`config.mk`:
```
export PLATFORM = sky130hd
export DESIGN_NAME = nvram_restore
export DESIGN_NICKNAME = d
export VERILOG_FILES = /design/src/rtl/nvram_restore.sv
export SDC_FILE = /design/constraint.sdc
export NUM_CORES = 1
export LEC_CHECK = 0
export CORE_MARGIN = 2
export CORE_UTILIZATION = 41
export DETAILED_ROUTE_END_ITERATION = 8
export PLACE_DENSITY = 0.9
export SYNTH_ARGS = -nofsm -noshare
export SYNTH_HDL_FRONTEND = slang
export SYNTH_SLANG_ARGS = --single-unit
```
`constraint.sdc`:
```
create_clock -name clk -period 2.7 [get_ports clk]
set_input_delay 0.675 -clock clk [delete_from_list [all_inputs] [get_ports clk]]
set_output_delay 0.675 -clock clk [all_outputs]
set_load 0.005 [all_outputs]
```
`src/rtl/nvram_restore.sv`:
```
// NVRAM restore: takes the HPS ioctl download for the NVRAM index, holds the CPU paused,
// and copies each byte into the CMOS RAM write port.
module nvram_restore #(
  parameter int DUMPWIDTH = 8,
  parameter int DUMPINDEX = 4,
  parameter int PAUSEPAD  = 2
) (
  input  logic                 clk,
  input  logic                 reset,
  input  logic                 ioctl_download,
  input  logic [7:0]           ioctl_index,
  input  logic                 ioctl_wr,
  input  logic [24:0]          ioctl_addr,
  input  logic [7:0]           ioctl_dout,
  output logic                 ioctl_wait,
  input  logic                 paused,
  output logic                 pause_cpu,
  output logic [DUMPWIDTH-1:0] nvram_address,
  output logic [7:0]           nvram_data_out,
  output logic                 nvram_we,
  output logic                 loaded,
  output logic                 overflow
);

  localparam int CW = (PAUSEPAD > 1) ? $clog2(PAUSEPAD) : 1;
  localparam logic [CW-1:0] PADLAST = CW'((PAUSEPAD > 0) ? PAUSEPAD - 1 : 0);

  typedef enum logic [2:0] {S_IDLE, S_REQ, S_PADIN, S_RECV, S_PADOUT} state_t;

  state_t               state_q, state_d;
  logic [CW-1:0]        cnt_q, cnt_d;
  logic                 wait_q, wait_d;
  logic                 pause_q, pause_d;
  logic                 we_q, we_d;
  logic [DUMPWIDTH-1:0] addr_q, addr_d;
  logic [7:0]           data_q, data_d;
  logic                 loaded_q, loaded_d;
  logic                 ovf_q, ovf_d;
  logic                 wrote_q, wrote_d;
  logic                 sel, in_range, start_out, done;

  assign sel      = ioctl_download && (ioctl_index == 8'(DUMPINDEX));
  assign in_range = (ioctl_addr[24:DUMPWIDTH] == '0);

  always_comb begin
    state_d   = state_q;
    cnt_d     = cnt_q;
    wait_d    = wait_q;
    pause_d   = pause_q;
    we_d      = 1'b0;
    addr_d    = addr_q;
    data_d    = data_q;
    loaded_d  = loaded_q;
    ovf_d     = ovf_q;
    wrote_d   = wrote_q;
    start_out = 1'b0;
    done      = 1'b0;
    case (state_q)
      S_IDLE: begin
        wait_d  = 1'b0;
        pause_d = 1'b0;
        if (sel) begin
          state_d = S_REQ;
          pause_d = 1'b1;
          wait_d  = 1'b1;
          wrote_d = 1'b0;
        end
      end
      S_REQ: begin
        if (!sel) start_out = 1'b1;
        else if (paused) begin
          if (PAUSEPAD == 0) begin
            state_d = S_RECV;
            wait_d  = 1'b0;
          end else begin
            state_d = S_PADIN;
            cnt_d   = '0;
          end
        end
      end
      S_PADIN: begin
        if (!sel) start_out = 1'b1;
        else if (cnt_q == PADLAST) begin
          state_d = S_RECV;
          wait_d  = 1'b0;
        end else cnt_d = cnt_q + CW'(1);
      end
      S_RECV: begin
        // a strobe in the same cycle sel falls is still honoured
        if (ioctl_wr) begin
          if (in_range) begin
            we_d    = 1'b1;
            addr_d  = ioctl_addr[DUMPWIDTH-1:0];
            data_d  = ioctl_dout;
            wrote_d = 1'b1;
          end else ovf_d = 1'b1;
        end
        if (!sel) start_out = 1'b1;
        else wait_d = !paused;
      end
      S_PADOUT: begin
        if (cnt_q == PADLAST) done = 1'b1;
        else cnt_d = cnt_q + CW'(1);
      end
      default: state_d = S_IDLE;
    endcase
    if (start_out) begin
      wait_d = 1'b0;
      if (PAUSEPAD == 0) done = 1'b1;
      else begin
        state_d = S_PADOUT;
        cnt_d   = '0;
      end
    end
    if (done) begin
      state_d = S_IDLE;
      pause_d = 1'b0;
      if (wrote_d) loaded_d = 1'b1;
    end
  end

  always_ff @(posedge clk) begin
    if (reset) begin
      state_q  <= S_IDLE;
      cnt_q    <= '0;
      wait_q   <= 1'b0;
      pause_q  <= 1'b0;
      we_q     <= 1'b0;
      addr_q   <= '0;
      data_q   <= '0;
      loaded_q <= 1'b0;
      ovf_q    <= 1'b0;
      wrote_q  <= 1'b0;
    end else begin
      state_q  <= state_d;
      cnt_q    <= cnt_d;
      wait_q   <= wait_d;
      pause_q  <= pause_d;
      we_q     <= we_d;
      addr_q   <= addr_d;
      data_q   <= data_d;
      loaded_q <= loaded_d;
      ovf_q    <= ovf_d;
      wrote_q  <= wrote_d;
    end
  end

  assign ioctl_wait     = wait_q;
  assign pause_cpu      = pause_q;
  assign nvram_we       = we_q;
  assign nvram_address  = addr_q;
  assign nvram_data_out = data_q;
  assign loaded         = loaded_q;
  assign overflow       = ovf_q;

endmodule

```
==> results.tsv, run 1 <==
metric	value	unit
cap_viol_max_count	0	
yosysSeqAreaShare	0.430	
clkTransAtPathRegs	140	ps
final_cell_mix	66 x clkdlybuf4s50_1, 26 x dfxtp_1, 21 x a21oi_1	
power-per-cell-area	387	mW/mm^2
fin_nets	251	
cp-end-kind	flop	
r2r_end	nvram_address[3]	
setup_violations	0	
crit_fanout	17	
port_buffers	66	
drtAntennaViolNets	0	
p_switching	0.148	mW
pwr-share-clk	0.359	
row_count	19	
ir_worst_vdd	292	uV
design_area	0.00193	sq mm
clockBufferDepth	2	
synth_top_area_frac	0.430	
grt_usage	0.208	
die_height	58.3	um
antenna_found_initial	0	
period_share	0.744	
clock-skew-final	4.08	ps
rsz0062_at_grt	false	
grt_pass1_vias	1332	
post_synth_inst_count	141	
rr_worst_depth	4	
start_util	0.435	
numCtsBuffers	3	
design.core.area	0.00278	sq mm
synth-seq-cells	26	
routed_wl	3490	um
grt_pass1_wl	5460	um
placed_area	0.00188	sq mm
avgSynthCellArea	8.58	sq um
ys_warn_count	0	
p_leak	0.679	nW
report.final.slew_viol_count	0	
drive_above_1_share	0.0735	
vias	1375	
vias_per_cell	5.85	
grt_max_degree	19	
reg2reg_setup_slack	1050	ps
synthTopCellsByArea	dfxtp_1 43%, nand4_1 8.8%, a21oi_1 8.7%	
synth_fp_nets	187	
yosysTopAreaCell	dfxtp_1	
p_sw_frac	0.198	
hold_path_depth	2	
cts_tree	built	
crit_arrival	2270	ps
status	finished, final reports clean	
max_slew_margin	0.630	
worstPathRequired	2960	ps
syn_area	0.00121	sq mm
hp-class	flop to flop	
instances_no_fill	235	
io_pins	67	
place_inst	231	
mostFrequentLayoutCell	clkdlybuf4s50_1	
p_total	0.748	mW
hold_viol	0	
fin_tns_setup	0	ps
die_w	58.3	um
post_cts_resized	0	
postCtsHoldBufs	0	
period_minus_slack	2010	ps
dieArea	0.00340	sq mm
cpPeakStageDelay	430	ps
synth_cell_type_count	32	
cts.sinks	26	
area_delta_synth_final	59.9	%
fmax	0.498	GHz
min_from	overflow	
seq_power_share	0.517	
drt_iter0_markers	42	
overflow	0	
crit_chain	clkdlybuf4s50_1, nor4_1, and4_1, buf_4, nand4_1, a21oi_1	
p_int	0.601	mW
reg2reg_from	state_q[1]	
dp_hpwl	2600	um
hold_end	overflow	
comb_power_share	0.124	
tightest_slew	553	ps
clockRootBuffer	clkbuf_4	
final_core_util	0.695	
n_antenna_cell	0	
dr.pass1.iters	4	
drc_errors	0	
insertion_delay	330	ps
cts_setup_buffers	0	
path_class	input pin to flop	
cts_max_level	1	
gp_congestion	0.836	
avgRoutedWirePerCell	14.8	um
slowest_stage	clkdlybuf4s50_1	
start_kind	input pin	
## cells in the mapped netlist
| library cell | count |
|---|---|
| and4_1 | 1 |
| nand3_1 | 2 |
| buf_1 | 1 |
| and3_1 | 3 |
| nor4b_4 | 1 |
| inv_1 | 5 |
| o21ai_0 | 13 |
| nor3_1 | 1 |
| nor3b_1 | 1 |
| nand2_1 | 5 |
| nand4_1 | 17 |
| or2_2 | 1 |
| buf_2 | 4 |
| nand4b_4 | 1 |
| o21ai_1 | 9 |
| o2bb2ai_1 | 1 |
| o31ai_1 | 1 |
| buf_4 | 2 |
| nor3_2 | 2 |
| buf_6 | 1 |
| a41oi_1 | 1 |
| mux2i_1 | 2 |
| a21oi_2 | 1 |
| dfxtp_1 | 26 |
| or3_1 | 1 |
| nor2_1 | 4 |
| a21oi_1 | 21 |
| and4b_1 | 1 |
| clkbuf_1 | 4 |
| nand3b_1 | 1 |
| nor4_1 | 5 |
| a221oi_1 | 2 |
## metrics by stage
stage                     hold slack [ps]  worst slack, ps
after floorplan                       442              940
after global placement                444              469
after detailed placement              447              345
after CTS                             467              701
after global routing                  489              692
final                                 461              692
## routing by layer
layer	vias up	routed length (um)	track usage	share of wire
li1	657	-	-	-
met1	638	1330	0.234	0.38
met2	73	1840	0.368	0.53
met3	7	251	0.0308	0.072
met4	0	68	0.126	0.019
met5	-	0	0	0
## logic make-up after synthesis
kind of cell           synth area share
AOI/OAI and AO/OA                 0.220
and+or+nand+nor                   0.264
DFF                               0.430
buffers and inverters            0.0693
muxes                            0.0165
## worst max-delay path by stage
stage          slack [ps]            from  cells after the start           endpoint
6_report              690  ioctl_addr[19]                      6  nvram_data_out[3]
5_1_grt               690  ioctl_addr[19]                      6   nvram_address[3]
4_1_cts               700  ioctl_addr[19]                      6  nvram_data_out[3]
3_5_place_dp          340  ioctl_addr[19]                      6  nvram_data_out[3]
3_3_place_gp          470  ioctl_index[5]                      5          pause_cpu
2_1_floorplan         940  ioctl_addr[16]                      5   nvram_address[7]
## area by class of cell
class	count	area, sq um
fillers	231	847
inverters	5	18.8
multi-input cells	98	606
well taps	31	38.8
clock buffers	3	22.5
clock inverters	1	30.0
repair buffers	71	698
flip-flops and latches	26	520
## registers in the layout, summed over array words and instances, names as in the netlist
register        flops
cnt_q               1
ioctl_wait          1
loaded              1
nvram_address       8
nvram_data_out      8
nvram_we            1
overflow            1
pause_cpu           1
state_q             3
wrote_q             1
## power groups by stage
stage / combinational, mW / sequential (mW) / clock (mW)
finish: 0.0927 / 0.387 / 0.269
CTS: 0.0930 / 0.387 / 0.272
detailed placement: 0.0926 / 0.395 / 0
global route: 0.0984 / 0.387 / 0.287
floorplan: 0.0183 / 0.395 / 0
global placement: 0.0897 / 0.395 / 0
## worst max-delay path, delay by kind of cell
kind / cells / cell delay [ps]
AOI/OAI and AO/OA: 1 / 200
buffers and inverters: 2 / 650
and+or+nand+nor: 3 / 750
(Power assumes the default switching activity.)
==> run 2, diff against run 1 <==
Settings changed: CORE_UTILIZATION 41 to 38, PLACE_DENSITY 0.9 to 0.84.
Clock period 2.7 ns to 2.1 ns, I/O delays scaled along.
==> run 2 against run 1 <==
Against the previous run: die area rose by 7.3%; sequential power up 28%; critical path depth did not move; final area rose by 2.3%; largest power group unchanged; clock skew grew 12 ps; critical path type unchanged; clock power increased by 26%; largest cell class unchanged; count of clock-buffer cells in the layout unchanged; critical endpoint is now nvram_data_out[4]; routed wire length is 0.95% lower; sequential cell count unchanged.
==> results.tsv, run 2 (synthesized netlist as in run 1, its figures left out) <==
metric	value	unit
clockRootBuffer	clkbuf_4	
area_delta_synth_final	63.5	%
grt_pass1_wl	5500	um
fin_ws	352	ps
fin_nets	253	
status	finished, final reports clean	
antenna_found_initial	0	
insertion_delay	320	ps
gp_congestion	0.805	
mostFrequentLayoutCell	clkdlybuf4s50_1	
clockBufferDepth	2	
post_cts_resized	0	
postCtsHoldBufs	0	
start_util	0.396	
grt_usage	0.198	
n_antenna_cell	0	
p_leak	0.691	nW
drc_errors	0	
multiInputGateArea	606	sq um
hp-class	flop to flop	
setup_violations	0	
die_w	60.4	um
avgRoutedWirePerCell	13.8	um
die_height	60.4	um
port_buffers	66	
crit_fanout	17	
grt_pass1_vias	1329	
dp_hpwl	2620	um
cp-end-kind	flop	
seq_area	520	sq um
max_slew_margin	0.614	
numCtsBuffers	3	
cp_num_buf_inv	2	
final_cell_mix	66 x clkdlybuf4s50_1, 26 x dfxtp_1, 21 x a21oi_1	
dieArea	0.00365	sq mm
clkTransAtPathRegs	150	ps
clock-skew-final	15.9	ps
drive_above_1_share	0.0825	
cts_tree	built	
dr.pass1.iters	4	
n_fill_cell	266	
overflow	0	
worstPathRequired	2340	ps
crit_chain	clkdlybuf4s50_1, nor4_1, and4_1, buf_12, nand4_1, a21oi_1	
slowest_stage	clkdlybuf4s50_1	
cts_max_level	1	
power-per-cell-area	483	mW/mm^2
cts.sinks	26	
drtAntennaViolNets	0	
fin_tns_setup	0	ps
vias	1363	
pre_cts_slack	12.7	ps
drt_iter0_markers	50	
cpPeakStageDelay	410	ps
cp_top_family	simple AND/OR/NAND/NOR gates	
grt_max_degree	19	
crit_arrival	1990	ps
fmax	0.572	GHz
row_count	20	
ir_worst_vdd	214	uV
period_share	0.833	
io_pins	67	
tightest_slew	577	ps
routed_wl	3460	um
vias_per_cell	5.45	
cap_viol_max_count	0	
cts_setup_buffers	0	
design.core.area	0.00305	sq mm
rsz0062_at_grt	false	
start_kind	input pin	
path_class	input pin to flop	
hold_viol	0	
report.final.slew_viol_count	0	
period_minus_slack	1750	ps
## run 2: changes by cell type in the layout (fill, tap and decap cells not counted), sizes merged
cell  delta
buf      +2
## run 2: layout make-up
type                    count  share of cell area
clock inverters             1              0.0152
multi-input cells          98               0.306
inverters                   5             0.00949
repair buffers             73               0.367
clock buffers               3              0.0114
well taps                  44              0.0278
flip-flops and latches     26               0.263
## run 2: power by group
group	switching [mW]	total [mW]	internal (mW)
Sequential	0.00169	0.497	0.495
Clock	0.145	0.338	0.193
Combinational	0.0352	0.120	0.0847
## run 2: worst paths after layout
path | startpoint | to | slack [ps] | cells after the start
min reg2reg | overflow | overflow | 460 | 2
min | overflow | overflow | 460 | 2
max | ioctl_addr[16] | nvram_data_out[4] | 350 | 6
max reg2reg | state_q[1] | nvram_data_out[4] | 470 | 4
## run 2: routing by layer
layer / vias to the layer above / share of wire / GRT usage / routed length (um)
met5: - / 0 / 0 / 0
met4: 0 / 0.0098 / 0.0652 / 34
met3: 6 / 0.058 / 0.0277 / 199
met2: 60 / 0.52 / 0.371 / 1810
met1: 635 / 0.41 / 0.230 / 1410
li1: 662 / - / - / -
## run 2: worst reg2reg max path, stage by stage (launching register included)
cell and delay (ps):
dfxtp_1 530, and4b_1 270, nand2_1 340, o21ai_1 270, a21oi_1 80
## run 2: per-stage QoR
stage / power, mW / hold slack (ps) / util / cell area, sq um / cells
global route: 0.991 / 496 / 0.648 / 1980 / 250
finish: 0.955 / 461 / 0.648 / 1980 / 250
global placement: 0.625 / 442 / 0.631 / 1930 / 246
CTS: 0.957 / 468 / 0.648 / 1980 / 250
detailed placement: 0.628 / 438 / 0.631 / 1930 / 246
floorplan: 0.531 / 442 / - / 1210 / 141
